## config.mk

```make
export PLATFORM = sky130hd
export DESIGN_NAME = multicycle_main_controller_flat
export DESIGN_NICKNAME = d
export VERILOG_FILES = /design/src/rtl/multicycle_main_controller_pkg.sv /design/src/rtl/multicycle_main_controller_if.sv /design/src/rtl/multicycle_main_controller_output_decoder.sv /design/src/rtl/multicycle_main_controller.sv /design/src/flat_wrapper.sv
export SDC_FILE = /design/constraint.sdc
export NUM_CORES = 1
export LEC_CHECK = 0
export BUFFER_PORTS_ARGS = -buffer_cell sky130_fd_sc_hd__buf_2
export CORE_MARGIN = 2
export CORE_UTILIZATION = 30
export DETAILED_ROUTE_END_ITERATION = 10
export PLACE_DENSITY = 0.53
export SLEW_MARGIN = 25
export SYNTH_ARGS = -nofsm -noshare
export SYNTH_HDL_FRONTEND = slang
export SYNTH_HIERARCHICAL = 1
export SYNTH_SLANG_ARGS = --single-unit
```

## constraint.sdc

```tcl
create_clock -name clk -period 2.4 [get_ports clk]
set_input_delay 0.48 -clock clk [delete_from_list [all_inputs] [get_ports clk]]
set_output_delay 0.48 -clock clk [all_outputs]
set_load 0.005 [all_outputs]
```

## src/rtl/multicycle_main_controller_pkg.sv

```systemverilog
// Shared types for the multi-cycle MIPS main controller: FSM states,
// opcodes, control-field encodings and the packed control word.
package multicycle_ctrl_pkg;

   localparam int unsigned OPC_W = 6;

   typedef logic [OPC_W-1:0] opcode_t;

   localparam opcode_t OP_RTYPE = 6'b000000;
   localparam opcode_t OP_LW    = 6'b100011;
   localparam opcode_t OP_SW    = 6'b101011;
   localparam opcode_t OP_BEQ   = 6'b000100;
   localparam opcode_t OP_BNE   = 6'b000101;
   localparam opcode_t OP_ADDI  = 6'b001000;
   localparam opcode_t OP_J     = 6'b000010;
   localparam opcode_t OP_ORI   = 6'b001101;

   typedef enum logic [3:0] {
      IDLE, FETCH, DECODE, MEMADR, MEMRD, MEMWB, MEMWR,
      EXEC, ALUWB, BRANCH, IMMEXE, IMMWB, JUMP, TRAP
   } state_e;

   typedef enum logic [1:0] {
      ALU_ADD = 2'b00, ALU_SUB = 2'b01, ALU_FUNCT = 2'b10, ALU_OR = 2'b11
   } alu_option_e;

   typedef enum logic [1:0] {
      SRCB_RT = 2'b00, SRCB_FOUR = 2'b01, SRCB_IMM = 2'b10, SRCB_IMM_SH2 = 2'b11
   } alu_src_b_e;

   typedef enum logic [1:0] {
      PCSRC_ALU = 2'b00, PCSRC_ALUOUT = 2'b01, PCSRC_JUMP = 2'b10, PCSRC_RSVD = 2'b11
   } pc_src_e;

   typedef struct packed {
      logic        pc_write;
      logic        ir_write;
      logic        iord;
      logic        mem_read;
      logic        mem_write;
      logic        reg_write;
      logic        reg_dst;
      logic        mem_to_reg;
      logic        alu_src_a;
      alu_src_b_e  alu_src_b;
      alu_option_e alu_option;
      logic        imm_src;
      logic        branch;
      logic        eq_branch;
      pc_src_e     pc_src;
      logic        illegal_op;
      logic        instr_retired;
   } ctrl_word_t;

   function automatic logic is_known_op(input opcode_t op);
      return op inside {OP_RTYPE, OP_LW, OP_SW, OP_BEQ, OP_BNE, OP_ADDI, OP_J, OP_ORI};
   endfunction

endpackage

```

## src/rtl/multicycle_main_controller_if.sv

```systemverilog
// Controller <-> datapath bundle: opcode/memory handshake in, control word out.
interface multicycle_main_controller_if #(
   parameter int unsigned OPCODE_W = 6,
   parameter int unsigned CNT_W    = 32
);
   logic [OPCODE_W-1:0] operation_code;
   logic                mem_ready;
   logic                pc_write;
   logic                ir_write;
   logic                iord;
   logic                mem_read;
   logic                mem_write;
   logic                reg_write;
   logic                reg_dst;
   logic                mem_to_reg;
   logic                alu_src_a;
   logic [1:0]          alu_src_b;
   logic [1:0]          alu_option;
   logic                imm_src;
   logic                branch;
   logic                eq_branch;
   logic [1:0]          pc_src;
   logic                illegal_op;
   logic                instr_retired;
   logic [CNT_W-1:0]    retired_count;

   modport master (
      input  operation_code, mem_ready,
      output pc_write, ir_write, iord, mem_read, mem_write, reg_write, reg_dst,
             mem_to_reg, alu_src_a, alu_src_b, alu_option, imm_src, branch,
             eq_branch, pc_src, illegal_op, instr_retired, retired_count
   );

   modport slave (
      output operation_code, mem_ready,
      input  pc_write, ir_write, iord, mem_read, mem_write, reg_write, reg_dst,
             mem_to_reg, alu_src_a, alu_src_b, alu_option, imm_src, branch,
             eq_branch, pc_src, illegal_op, instr_retired, retired_count
   );
endinterface

```

## src/rtl/multicycle_main_controller_output_decoder.sv

```systemverilog
// Combinational control-word decode from FSM state, opcode and memory ready.
module multicycle_ctrl_output_decoder
   import multicycle_ctrl_pkg::*;
#(
   parameter int unsigned TRAP_ON_ILLEGAL = 1
) (
   input  state_e     state,
   input  opcode_t    opcode,
   input  logic       mem_ready,
   output ctrl_word_t ctrl
);

   always_comb begin
      ctrl = '0;
      case (state)
         FETCH: begin
            ctrl.mem_read   = 1'b1;
            ctrl.alu_src_b  = SRCB_FOUR;
            ctrl.alu_option = ALU_ADD;
            ctrl.ir_write   = mem_ready;
            ctrl.pc_write   = mem_ready;
         end
         DECODE: begin
            ctrl.alu_src_b  = SRCB_IMM_SH2;
            ctrl.alu_option = ALU_ADD;
            ctrl.imm_src    = 1'b1;
            // unknown opcodes retire here as a NOP when trapping is disabled
            ctrl.instr_retired = (TRAP_ON_ILLEGAL == 0) && !is_known_op(opcode);
         end
         MEMADR: begin
            ctrl.alu_src_a  = 1'b1;
            ctrl.alu_src_b  = SRCB_IMM;
            ctrl.imm_src    = 1'b1;
            ctrl.alu_option = ALU_ADD;
         end
         MEMRD: begin
            ctrl.iord     = 1'b1;
            ctrl.mem_read = 1'b1;
         end
         MEMWB: begin
            ctrl.reg_write     = 1'b1;
            ctrl.mem_to_reg    = 1'b1;
            ctrl.instr_retired = 1'b1;
         end
         MEMWR: begin
            ctrl.iord          = 1'b1;
            ctrl.mem_write     = 1'b1;
            ctrl.instr_retired = mem_ready;
         end
         EXEC: begin
            ctrl.alu_src_a  = 1'b1;
            ctrl.alu_src_b  = SRCB_RT;
            ctrl.alu_option = ALU_FUNCT;
         end
         ALUWB: begin
            ctrl.reg_write     = 1'b1;
            ctrl.reg_dst       = 1'b1;
            ctrl.instr_retired = 1'b1;
         end
         BRANCH: begin
            ctrl.alu_src_a     = 1'b1;
            ctrl.alu_src_b     = SRCB_RT;
            ctrl.alu_option    = ALU_SUB;
            ctrl.branch        = 1'b1;
            ctrl.pc_src        = PCSRC_ALUOUT;
            ctrl.eq_branch     = (opcode == OP_BEQ);
            ctrl.instr_retired = 1'b1;
         end
         IMMEXE: begin
            ctrl.alu_src_a = 1'b1;
            ctrl.alu_src_b = SRCB_IMM;
            if (opcode == OP_ORI) begin
               ctrl.alu_option = ALU_OR;
               ctrl.imm_src    = 1'b0;
            end else begin
               ctrl.alu_option = ALU_ADD;
               ctrl.imm_src    = 1'b1;
            end
         end
         IMMWB: begin
            ctrl.reg_write     = 1'b1;
            ctrl.instr_retired = 1'b1;
         end
         JUMP: begin
            ctrl.pc_write      = 1'b1;
            ctrl.pc_src        = PCSRC_JUMP;
            ctrl.instr_retired = 1'b1;
         end
         TRAP: ctrl.illegal_op = 1'b1;
         default: ctrl = '0;
      endcase
   end

endmodule

```

## src/rtl/multicycle_main_controller.sv

```systemverilog
// Multi-cycle MIPS main controller: state register, next-state logic and
// retired-instruction counter; control outputs come from the output decoder.
module multicycle_main_controller
   import multicycle_ctrl_pkg::*;
#(
   parameter int unsigned OPCODE_W        = 6,
   parameter int unsigned CNT_W           = 32,
   parameter int unsigned MEM_WAIT        = 1,
   parameter int unsigned TRAP_ON_ILLEGAL = 1
) (
   input logic                      clk,
   input logic                      rst_n,
   multicycle_main_controller_if.master bus
);

   state_e           state_q, state_d;
   opcode_t          opcode;
   logic             mem_rdy;
   ctrl_word_t       ctrl;
   logic [CNT_W-1:0] retired_count_q;

   assign opcode  = OPC_W'(bus.operation_code);
   assign mem_rdy = (MEM_WAIT != 0) ? bus.mem_ready : 1'b1;

   always_ff @(posedge clk or negedge rst_n) begin
      if (!rst_n) state_q <= IDLE;
      else        state_q <= state_d;
   end

   always_comb begin
      state_d = state_q;
      case (state_q)
         IDLE:   state_d = FETCH;
         FETCH:  if (mem_rdy) state_d = DECODE;
         DECODE: begin
            case (opcode)
               OP_RTYPE:      state_d = EXEC;
               OP_LW, OP_SW:  state_d = MEMADR;
               OP_BEQ, OP_BNE: state_d = BRANCH;
               OP_ADDI, OP_ORI: state_d = IMMEXE;
               OP_J:          state_d = JUMP;
               default:       state_d = (TRAP_ON_ILLEGAL != 0) ? TRAP : FETCH;
            endcase
         end
         MEMADR: state_d = (opcode == OP_LW) ? MEMRD : MEMWR;
         MEMRD:  if (mem_rdy) state_d = MEMWB;
         MEMWR:  if (mem_rdy) state_d = FETCH;
         EXEC:   state_d = ALUWB;
         IMMEXE: state_d = IMMWB;
         MEMWB, ALUWB, BRANCH, IMMWB, JUMP: state_d = FETCH;
         TRAP:   state_d = TRAP;
         default: state_d = IDLE;
      endcase
   end

   multicycle_ctrl_output_decoder #(
      .TRAP_ON_ILLEGAL(TRAP_ON_ILLEGAL)
   ) u_output_decoder (
      .state    (state_q),
      .opcode   (opcode),
      .mem_ready(mem_rdy),
      .ctrl     (ctrl)
   );

   // counter bumps on the same edge that ends the retiring cycle; wraps freely
   always_ff @(posedge clk or negedge rst_n) begin
      if (!rst_n)                 retired_count_q <= '0;
      else if (ctrl.instr_retired) retired_count_q <= retired_count_q + CNT_W'(1);
   end

   assign bus.pc_write      = ctrl.pc_write;
   assign bus.ir_write      = ctrl.ir_write;
   assign bus.iord          = ctrl.iord;
   assign bus.mem_read      = ctrl.mem_read;
   assign bus.mem_write     = ctrl.mem_write;
   assign bus.reg_write     = ctrl.reg_write;
   assign bus.reg_dst       = ctrl.reg_dst;
   assign bus.mem_to_reg    = ctrl.mem_to_reg;
   assign bus.alu_src_a     = ctrl.alu_src_a;
   assign bus.alu_src_b     = ctrl.alu_src_b;
   assign bus.alu_option    = ctrl.alu_option;
   assign bus.imm_src       = ctrl.imm_src;
   assign bus.branch        = ctrl.branch;
   assign bus.eq_branch     = ctrl.eq_branch;
   assign bus.pc_src        = ctrl.pc_src;
   assign bus.illegal_op    = ctrl.illegal_op;
   assign bus.instr_retired = ctrl.instr_retired;
   assign bus.retired_count = retired_count_q;

endmodule

```

## src/flat_wrapper.sv

```systemverilog
// flat-port wrapper written by rule: the top's interface ports become plain ports
module multicycle_main_controller_flat import multicycle_ctrl_pkg::*;
#(
   parameter int unsigned OPCODE_W        = 6,
   parameter int unsigned CNT_W           = 32,
   parameter int unsigned MEM_WAIT        = 1,
   parameter int unsigned TRAP_ON_ILLEGAL = 1
)
  (clk, rst_n, bus_operation_code, bus_mem_ready, bus_pc_write, bus_ir_write, bus_iord, bus_mem_read, bus_mem_write, bus_reg_write, bus_reg_dst, bus_mem_to_reg, bus_alu_src_a, bus_alu_src_b, bus_alu_option, bus_imm_src, bus_branch, bus_eq_branch, bus_pc_src, bus_illegal_op, bus_instr_retired, bus_retired_count);
  multicycle_main_controller_if #(.OPCODE_W(OPCODE_W), .CNT_W(CNT_W)) bus_i ();
  input logic clk;
  input logic rst_n;
  input wire logic [$bits(bus_i.operation_code)-1:0] bus_operation_code;
  input wire logic [$bits(bus_i.mem_ready)-1:0] bus_mem_ready;
  output wire logic [$bits(bus_i.pc_write)-1:0] bus_pc_write;
  output wire logic [$bits(bus_i.ir_write)-1:0] bus_ir_write;
  output wire logic [$bits(bus_i.iord)-1:0] bus_iord;
  output wire logic [$bits(bus_i.mem_read)-1:0] bus_mem_read;
  output wire logic [$bits(bus_i.mem_write)-1:0] bus_mem_write;
  output wire logic [$bits(bus_i.reg_write)-1:0] bus_reg_write;
  output wire logic [$bits(bus_i.reg_dst)-1:0] bus_reg_dst;
  output wire logic [$bits(bus_i.mem_to_reg)-1:0] bus_mem_to_reg;
  output wire logic [$bits(bus_i.alu_src_a)-1:0] bus_alu_src_a;
  output wire logic [$bits(bus_i.alu_src_b)-1:0] bus_alu_src_b;
  output wire logic [$bits(bus_i.alu_option)-1:0] bus_alu_option;
  output wire logic [$bits(bus_i.imm_src)-1:0] bus_imm_src;
  output wire logic [$bits(bus_i.branch)-1:0] bus_branch;
  output wire logic [$bits(bus_i.eq_branch)-1:0] bus_eq_branch;
  output wire logic [$bits(bus_i.pc_src)-1:0] bus_pc_src;
  output wire logic [$bits(bus_i.illegal_op)-1:0] bus_illegal_op;
  output wire logic [$bits(bus_i.instr_retired)-1:0] bus_instr_retired;
  output wire logic [$bits(bus_i.retired_count)-1:0] bus_retired_count;
  assign bus_i.operation_code = bus_operation_code;
  assign bus_i.mem_ready = bus_mem_ready;
  assign bus_pc_write = bus_i.pc_write;
  assign bus_ir_write = bus_i.ir_write;
  assign bus_iord = bus_i.iord;
  assign bus_mem_read = bus_i.mem_read;
  assign bus_mem_write = bus_i.mem_write;
  assign bus_reg_write = bus_i.reg_write;
  assign bus_reg_dst = bus_i.reg_dst;
  assign bus_mem_to_reg = bus_i.mem_to_reg;
  assign bus_alu_src_a = bus_i.alu_src_a;
  assign bus_alu_src_b = bus_i.alu_src_b;
  assign bus_alu_option = bus_i.alu_option;
  assign bus_imm_src = bus_i.imm_src;
  assign bus_branch = bus_i.branch;
  assign bus_eq_branch = bus_i.eq_branch;
  assign bus_pc_src = bus_i.pc_src;
  assign bus_illegal_op = bus_i.illegal_op;
  assign bus_instr_retired = bus_i.instr_retired;
  assign bus_retired_count = bus_i.retired_count;
  multicycle_main_controller #(.OPCODE_W(OPCODE_W), .CNT_W(CNT_W), .MEM_WAIT(MEM_WAIT), .TRAP_ON_ILLEGAL(TRAP_ON_ILLEGAL)) u_core (.clk(clk), .rst_n(rst_n), .bus(bus_i));
endmodule
```

==> metrics.md <==
| Metric | Value |
|---|---|
| Run status | completed |
| Yosys reg bits | 36 |
| Post-synth EDFFs | 0 |
| Die area | 7930 um2 |
| CP Class | reg -> reg |
| Diode count | 0 |
| R2R depth | 8 |
| Most frequent cells in the layout | 60 x buf_2, 36 x dfrtp_1, 25 x xnor2_1 |
| Setup WS post-layout | 0.219 ns |
| Iter 0 DRT Violations | 58 |
| Crit-path max FO | 9 |
| DP Wirelength | 3410 um |
| Grt total ovfl | 0 |
| Port Buf Inserts | 60 |
| TNS Setup | 0 ns |
| CP endpoint kind | register |
| # rows | 31 |
| Post-placement cell area | 2570 um2 |
| Post-Syn Area | 2170 um2 |
| WL met2 | 2030 um |
| Num ports | 61 |
| Leak pwr | 1.31 nW |
| Critical Path Source Type | register |
| GPL Wtd Cong | 0.759 |
| CTS sink count | 36 |
| CORE AREA | 7140 um2 |
| Area added between synthesis and finish | 22.8% |
| Yosys cell types | 59 |
| FF-to-FF End | u_core/bus.retired_count[17] |
| Synth Instances | 218 |
| Minimum clock period | 2.18 ns |
| Max-slew violation count | 0 |
| Max-cap violations | 0 |
| Post-Route WL | 4650 um |
| Deepest clock path buffer count | 2 |
| Largest net degree at the start of global routing | 37 |
| Arrival time at the worst endpoint | 2.35 ns |
| Worst hold path type | in -> async |
| Most common cell after layout, fill and taps aside | buf_2 |
| RSZ-0062 raised after global routing | false |
| Vias in the first global route | 1633 |
| Fmax | 0.459 GHz |
| Starting Density | 30.4% |
| Post-Layout Inst Area | 2670 um2 |
| Drt first pass iters | 4 |
| ANT nets after route | 0 |
| Pwr Density | 822 nW/um2 |
| Maximum vdd drop | 0.000382 V |
| CTS tree | done |
| Setup Skew | 0.00189 ns |
| Metal3 WL | 273 um |
| Top routing layer in use | met4 |
| CTS buffer count | 5 |
| Die Y | 89.0 um |
| Mapped Nets | 228 |
| CTS resizes | 0 |
| R2R Setup Slk | 0.22 ns |
| Hold_buf cts | 0 |
| Root Buffer | clkbuf_8 |
| Predominant post-synthesis flop cell | dfrtp_1 |
| Hold Vio Cnt, Final | 0 |
| Async SR Flop Fraction | 100% |
| CP required | 2.57 ns |
| Gr usage total | 12.1% |
| Routed metal-1 wirelength | 2280 um |
| Share of post-route cells with drive strength above 1 | 33.6% |
| Clock-pin slew on the worst setup and hold paths | 0.07 ns |
| Final period util | 90.9% |
| Worst-margin pin slew | 0.815 ns |
| Global-route wire length before repair | 7740 um |
| Syn_area_per_cell | 9.95 um2 |
| Die width | 89.0 um |
| H-tree depth | 2 |
| Setup Fix Bufs, Post-CTS | 0 |
| Post-synthesis sequential area ratio | 41.5% |
| Max-slew headroom | 45.7% |
| Wire length per cell | 12.3 um |
| Initial antenna violation count | 0 |
| Ys Warns | 6 |
| Drt drc | 0 |
| Reg-to-Reg Start | u_core/state_q[2] |
| Setup violators final | 0 |
| Nets | 290 |
| Via count | 1805 |
| Worst skew pair latency | 0.28 ns |
| Routed vias/inst | 4.76 |
| Pre-CTS setup slack | 0.223 ns |
## power by group
group	internal, W	leakage, nW	switching (W)
Sequential	0.000689	0.486	0.000119
Clock	0.000255	0.0503	0.000199
Combinational	0.000441	0.777	0.000487
Total	0.00139	1.31	0.000805
## critical path, stage by stage, from the launching register on
cell      delay (ns)
dfrtp_1         0.51
nand2b_1        0.22
o211ai_1        0.22
o21a_1          0.16
and3_2          0.23
nand4_4         0.15
nor2_1          0.27
nand4_1         0.17
xnor2_1         0.15
## flip-flops by register name, summed over array words and instances (netlist names)
signal	cells
u_core/state_q	4
u_core/bus.retired_count	32
## cell families after synthesis
logic type      after synthesis  share of synthesized area [%]
mux                           3                           1.44
xor+xnor                     35                           14.1
flops                        36                           41.5
fa+ha+maj                     1                          0.577
buf+inv                      14                           3.75
simple gates                101                           29.5
compound gates               28                           9.11
## through the flow
step | hold slack, ns | utilization (%) | instances | total power [W]
after floorplan | 0.184 | - | 218 | 0.00145
after global placement | 0.452 | 36.0 | 372 | 0.00176
after detailed placement | 0.453 | 36.0 | 372 | 0.00176
after CTS | 0.318 | 37.3 | 379 | 0.00223
after global routing | 0.347 | 37.3 | 379 | 0.00236
final | 0.290 | 37.3 | 379 | 0.00219
## cells in the mapped netlist (2+ instances only)
library cell	number	area [um2]
dfrtp_1	36	901
xnor2_1	25	219
nand2_1	21	78.8
nor2_1	15	56.3
xor2_1	10	87.6
nand3_1	9	45.0
nand4_1	8	50.1
a21oi_1	6	30.0
nand2b_1	6	37.5
nor3_1	6	30.0
and3_2	5	37.5
o21ai_0	5	25.0
clkbuf_1	4	15.0
nor2b_1	4	25.0
a31oi_1	3	18.8
and4_1	3	26.3
buf_4	3	22.5
inv_1	3	11.3
and3_1	2	12.5
buf_6	2	22.5
mux2i_1	2	20.0
nor4_1	2	12.5
o21a_1	2	15.0
## final cells by class
class / count / area, um2
Inverter: 3 / 11.3
Timing Repair Buffer: 66 / 345
Clock buffer: 7 / 96.3
Sequential cell: 36 / 901
Multi-Input combinational cell: 168 / 1190
Fill cell: 766 / 4470
Tap cell: 99 / 124
## worst max-delay path by stage
stage / startpoint / end / cells after the start
final: u_core/state_q[2] / u_core/bus.retired_count[17] / 8
after global routing: u_core/state_q[2] / u_core/bus.retired_count[13] / 8
after CTS: u_core/state_q[2] / u_core/bus.retired_count[17] / 8
after detailed placement: u_core/state_q[2] / u_core/bus.retired_count[17] / 8
after global placement: u_core/state_q[2] / u_core/bus.retired_count[14] / 8
after floorplan: u_core/state_q[3] / u_core/bus.retired_count[14] / 9
## routing by layer
metal	track usage [%]	vias up
met5	0	-
met4	3.66	0
met3	3.05	7
met2	19.0	51
met1	16.6	853
li1	-	894
(Power assumes the default switching activity.)
